==> src/rtl/quad_esc_pwm.sv <==
// quad_esc_pwm: drives four servo-style ESC pulse lines from four 11-bit motor speeds.
//
// A shared 17-bit frame counter runs 0..PERIOD-1. On the latch edge (cnt == PERIOD-1)
// the arm input and all four speeds are captured, and each applied speed is updated.
// Every pulse in the next frame then starts together with frm_strt in the cycle where
// cnt == 0. A pulse lasts MIN_PULSE + app*PULSE_SCALE cycles. Speed changes between
// latch edges do nothing until the next latch edge, so a pulse never changes width
// part-way through.
//
// Optional feature: define QUAD_ESC_SLEW_LIMIT_EN to limit how far each applied speed
// can move per armed frame (at most MAX_STEP). When it is not defined, the applied speed
// follows the captured target directly.
//
// Ports:
//   clk                                 system clock
//   rst                                 asynchronous, active-high reset
//   arm                                 1 = emit pulses; sampled at the latch edge
//   frnt_spd, bck_spd, lft_spd, rght_spd  unsigned 11-bit target speeds
//   frnt_pwm, bck_pwm, lft_pwm, rght_pwm  registered ESC pulse outputs
//   frm_strt                            registered one-cycle pulse in the first cycle of a frame
module quad_esc_pwm #(
  parameter int unsigned PERIOD      = 125000,
  parameter int unsigned MIN_PULSE   = 50000,
  parameter int unsigned PULSE_SCALE = 24,
  parameter int unsigned MAX_STEP    = 64
) (
  input  logic        clk,
  input  logic        rst,
  input  logic        arm,
  input  logic [10:0] frnt_spd,
  input  logic [10:0] bck_spd,
  input  logic [10:0] lft_spd,
  input  logic [10:0] rght_spd,
  output logic        frnt_pwm,
  output logic        bck_pwm,
  output logic        lft_pwm,
  output logic        rght_pwm,
  output logic        frm_strt
);

  localparam logic [16:0] CntLast    = 17'(PERIOD - 1);
  localparam logic [16:0] MinPulse   = 17'(MIN_PULSE);
  localparam logic [16:0] PulseScale = 17'(PULSE_SCALE);

  // Move app toward tgt by at most MAX_STEP and clamp the result to 0..2047.
  function automatic logic [10:0] slew_toward(input logic [10:0] app, input logic [10:0] tgt);
    logic signed [11:0] diff;
    logic signed [12:0] nxt;
    diff = $signed({1'b0, tgt}) - $signed({1'b0, app});
    if (diff > $signed(12'(MAX_STEP))) begin
      nxt = $signed({2'b00, app}) + $signed(13'(MAX_STEP));
    end else if (diff < -$signed(12'(MAX_STEP))) begin
      nxt = $signed({2'b00, app}) - $signed(13'(MAX_STEP));
    end else begin
      nxt = $signed({2'b00, tgt});
    end
    if (nxt < 13'sd0) begin
      slew_toward = '0;
    end else if (nxt > 13'sd2047) begin
      slew_toward = 11'd2047;
    end else begin
      slew_toward = nxt[10:0];
    end
  endfunction

  logic [16:0] cnt_q, cnt_d;
  logic        armed_q, armed_d;
  logic        frm_strt_q, frm_strt_d;
  logic [3:0]  pwm_q, pwm_d;
  logic [10:0] app_q [4];
  logic [10:0] app_d [4];
  logic [10:0] spd   [4];
  logic [16:0] width [4];
  logic        latch;

  // Channel order: 0 = front, 1 = back, 2 = left, 3 = right.
  assign spd[0] = frnt_spd;
  assign spd[1] = bck_spd;
  assign spd[2] = lft_spd;
  assign spd[3] = rght_spd;

  always_comb begin
    latch      = (cnt_q == CntLast);
    cnt_d      = latch ? '0 : cnt_q + 17'd1;
    armed_d    = latch ? arm : armed_q;
    frm_strt_d = latch;
    for (int i = 0; i < 4; i++) begin
      width[i] = MinPulse + 17'(app_q[i]) * PulseScale;
      app_d[i] = app_q[i];
      // A pulse only persists inside a frame that was armed at its latch edge.
      pwm_d[i] = pwm_q[i] & armed_q;
      if (cnt_q == width[i] - 17'd1) begin
        pwm_d[i] = 1'b0;
      end
      // Widths never reach PERIOD, so the pulse end cannot collide with the latch edge.
      if (latch) begin
        pwm_d[i] = arm;
        if (!arm) begin
          app_d[i] = '0;
        end else begin
`ifdef QUAD_ESC_SLEW_LIMIT_EN
          app_d[i] = slew_toward(app_q[i], spd[i]);
`else
          app_d[i] = spd[i];
`endif
        end
      end
    end
  end

  always_ff @(posedge clk or posedge rst) begin
    if (rst) begin
      cnt_q      <= '0;
      armed_q    <= 1'b0;
      frm_strt_q <= 1'b0;
      pwm_q      <= '0;
      app_q      <= '{default: '0};
    end else begin
      cnt_q      <= cnt_d;
      armed_q    <= armed_d;
      frm_strt_q <= frm_strt_d;
      pwm_q      <= pwm_d;
      app_q      <= app_d;
    end
  end

  assign frnt_pwm = pwm_q[0];
  assign bck_pwm  = pwm_q[1];
  assign lft_pwm  = pwm_q[2];
  assign rght_pwm = pwm_q[3];
  assign frm_strt = frm_strt_q;

endmodule
==> config.mk <==
export PLATFORM = sky130hd
export DESIGN_NAME = quad_esc_pwm
export DESIGN_NICKNAME = d
export VERILOG_FILES = /design/src/rtl/quad_esc_pwm.sv
export SDC_FILE = /design/constraint.sdc
export NUM_CORES = 1
export LEC_CHECK = 0
export CAP_MARGIN = 10
export CORE_UTILIZATION = 30
export DETAILED_ROUTE_END_ITERATION = 8
export SLEW_MARGIN = 20
export SYNTH_ARGS = -nofsm -noshare
export SYNTH_HDL_FRONTEND = slang
export SYNTH_SLANG_ARGS = --single-unit
==> constraint.sdc <==
create_clock -name clk -period 4.6 [get_ports clk]
set_clock_uncertainty 0.05 [all_clocks]
set_input_delay 1.38 -clock clk [delete_from_list [all_inputs] [get_ports clk]]
set_output_delay 1.38 -clock clk [all_outputs]
set_load 0.02 [all_outputs]
==> impl_metrics.toml <==
[status]
outcome = "complete, but fails checks"
violations = "design-rule violations"

[cts]
cts_tree = "yes"
cts-resized-gates = 0
clock_path_buffers = 2
numCtsBuffers = 9
cts-root-buf = "clkbuf_16"
htreeDepth = 3
holdBufCountCts = 0
postCtsSetupRepairBufs = 0
path_clk_slew_ps = 60
cts.sink_count = 67
clock_latency_ps = 350

[logic_synthesis]
yosys.cell_types.count = 84
synth_flop_cell = "dfrtp_1"
synth.avg_cell_area_sq_um = 8.341
syn_area_sq_um = 6773
synthArstFlopShare_pct = 100.0
synth_edf_count = 0
syn-instance-count = 812
synth_compound_area_share_pct = 19.60
synth_xor_area_share_pct = 14.37
synthesis.nets = 916
synth_mux_area_share_pct = 0.2956
yosys.area_share.simple_pct = 25.94
synth_top_family_by_area = "simple AND/OR/NAND/NOR gates"
synth_fa_ha_area_share_pct = 10.97
synth_seq_area_share_pct = 24.76
ys_ff_latch = 67
yosysWarnings = 0

[global_routing]
antenna_found_initial = 0
grt_use_total_pct = 14.85
grt_max_degree = 47
grt_overflow = 0
grt_pass1_wl_microns = 27870
first_global_vias = 5622

[sta]
clock.fmax_ghz = 0.2882
rsz0062_at_grt = "false"
maxSlewViolCount = 0
period_minus_slack_ps = 3470
setup_violations = 0
tightest_slew_ps = 808.9
period_share_pct = 75.43
hold_violations = 0
relSlewSlack_pct = 45.96
totalNegativeSetupSlack_ps = 0

[floorplan]
pin_count = 52
die_w_microns = 152.3
die_h_microns = 152.3
die_area_sq_um = 23180
rows = 54
core-area_sq_um = 21960
initial_core_util_pct = 30.84

[setup_path]
r2r-end = "pwm_q[3]$_DFF_PP0_"
endpoint_kind = "register"
reg2reg_from = "app_q[0]$_DFFE_PP0P_"
cp.arrival_ps = 3650
criticalPathCategory = "reg -> reg"
required_ps = 4780
critPathMaxFanout = 6
reg2reg_depth = 12
cp-start-kind = "register"
rrSetupSlack_ps = 1130

[final_layout]
regArea_sq_um = 1677
design_area_sq_um = 7896
utilization_pct = 35.96
antenna_cells = 0
area_growth_pct = 16.59
layout_commonest_cell = "nand2_1"
fillers = 2243
drive_gt1_share_pct = 7.135
final_nets = 954
final_cells = 1135
multi_input_area_sq_um = 4831
layout_common_cells = "nand2_1, dfrtp_1, xnor2_1"

[placed_design]
dp.cells = 1119
gp_congestion = 0.8173
io_buffers = 51
dpl.hpwl_microns = 12530
dpl_cell_area_sq_um = 7570

[routing]
dr_wl_met3_microns = 323
drt-wirelength-per-cell_microns = 14.68
vias = 5860
dr.max_layer_used = "met4"
wl_met1_microns = 8146
postRouteAntennaNets = 0
wirelength_microns = 16660
wl_met2_microns = 7923
drc = 1
viasPerCell = 5.163
drt_iter0_drc = 306
first_pass_iters = 7

[min_path]
hp-class = "reg -> reg"
holdCritStartpoint = "app_q[26]$_DFFE_PP0P_"
min_to = "app_q[26]$_DFFE_PP0P_"
hold_depth = 2

[power]
ir_drop_mv = 0.1867
power_density_nw_per_um2 = 180.1
p_leak_nw = 3.217

[run]
max-cap-violations = 0
[state kept, by name (all words and copies together), names as in the netlist]
register  flops
frm_strt      1
cnt_q        17
armed_q       1
pwm_q         4
app_q        44
[routing by layer]
layer  global-route usage [%]  up-vias
met5                        0        -
met4                    6.414        0
met3                    1.451       13
li1                         -     3012
met1                    19.49     2780
met2                    24.82       55
[critical path, stage by stage, from the launching register on]
cell,delay [ps]
dfrtp_1,420
ha_1,240
inv_1,70
fa_1,390
and2b_1,250
o22a_1,180
xor2_1,440
nor3_1,180
nor4_2,450
mux2i_1,260
a211oi_2,70
nor4_2,300
a21oi_2,40
[per-stage QoR]
stage | hold slack (ps) | power (mW) | setup WS (ps)
floorplan | 418.9 | 0.6145 | 1374
global placement | 442.5 | 0.6616 | 1161
detailed placement | 448.6 | 0.6618 | 1106
CTS | 461.5 | 1.438 | 1078
global route | 476.2 | 1.467 | 754.8
finish | 454.5 | 1.422 | 1130
[final cells by class]
cell class                 instances  share of cell area [%]
multi-input combinational        673                   61.18
sequential                        67                   21.23
timing repair buffer              58                   7.067
tap                              280                   4.437
clock buffer                       9                   2.852
inverter                          41                   1.949
clock inverter                     7                   1.283
[how the worst max path moves through the flow]
| stage | from | end |
|---|---|---|
| finish | app_q[0]$_DFFE_PP0P_ | pwm_q[3]$_DFF_PP0_ |
| global route | app_q[0]$_DFFE_PP0P_ | pwm_q[3]$_DFF_PP0_ |
| CTS | app_q[0]$_DFFE_PP0P_ | pwm_q[3]$_DFF_PP0_ |
| detailed placement | app_q[0]$_DFFE_PP0P_ | pwm_q[3]$_DFF_PP0_ |
| global placement | app_q[0]$_DFFE_PP0P_ | pwm_q[3]$_DFF_PP0_ |
| floorplan | app_q[0]$_DFFE_PP0P_ | pwm_q[3]$_DFF_PP0_ |
[kinds of logic (layout without fill, tap and decap cells)]
family / Yosys count / count (layout)
AOI/OAI and AO/OA: 174 / 174
xor gates and xnor gates: 104 / 104
adders and majority gates: 57 / 57
buffers and inverters: 72 / 115
DFF: 67 / 67
muxes: 2 / 2
and+or+nand+nor: 336 / 336
[cell usage after synthesis (all sizes together), types with 3 or more instances]
cell,n,share of area [%]
a21oi,29,2.3
inv,39,2.2
o21bai,3,0.33
nand3b,4,0.44
o31a,4,0.54
o211ai,11,1.4
or2,10,0.92
o2111ai,3,0.39
and2,8,0.74
or4,4,0.50
a21o,14,1.6
a211oi,10,1.6
clkbuf,26,1.4
nor4,14,1.8
o21ai,37,2.7
a31oi,6,0.55
o21a,7,0.78
o2111a,4,0.68
a211o,8,1.0
a2111oi,5,0.74
xor2,34,4.5
xnor3,4,1.3
and3,9,0.83
nor2,47,2.6
nor2b,9,0.83
o311ai,9,1.6
xnor2,66,8.5
fa,4,1.2
or3,7,0.65
nand4,7,0.65
nor3b,16,1.8
nand3,63,4.7
nand2,93,5.2
buf,5,0.35
and4,4,0.52
ha,53,9.8
dfrtp,67,25
a2111o,4,0.67
nand2b,8,0.74
nor3,23,1.7
[power by group]
group | internal (mW) | switching [mW] | leakage (nW)
clock | 0.478 | 0.295 | 0.152
sequential | 0.589 | 0 | 0.692
combinational | 0.0357 | 0.0242 | 2.37
No activity file was read; power rests on OpenSTA's default activity.
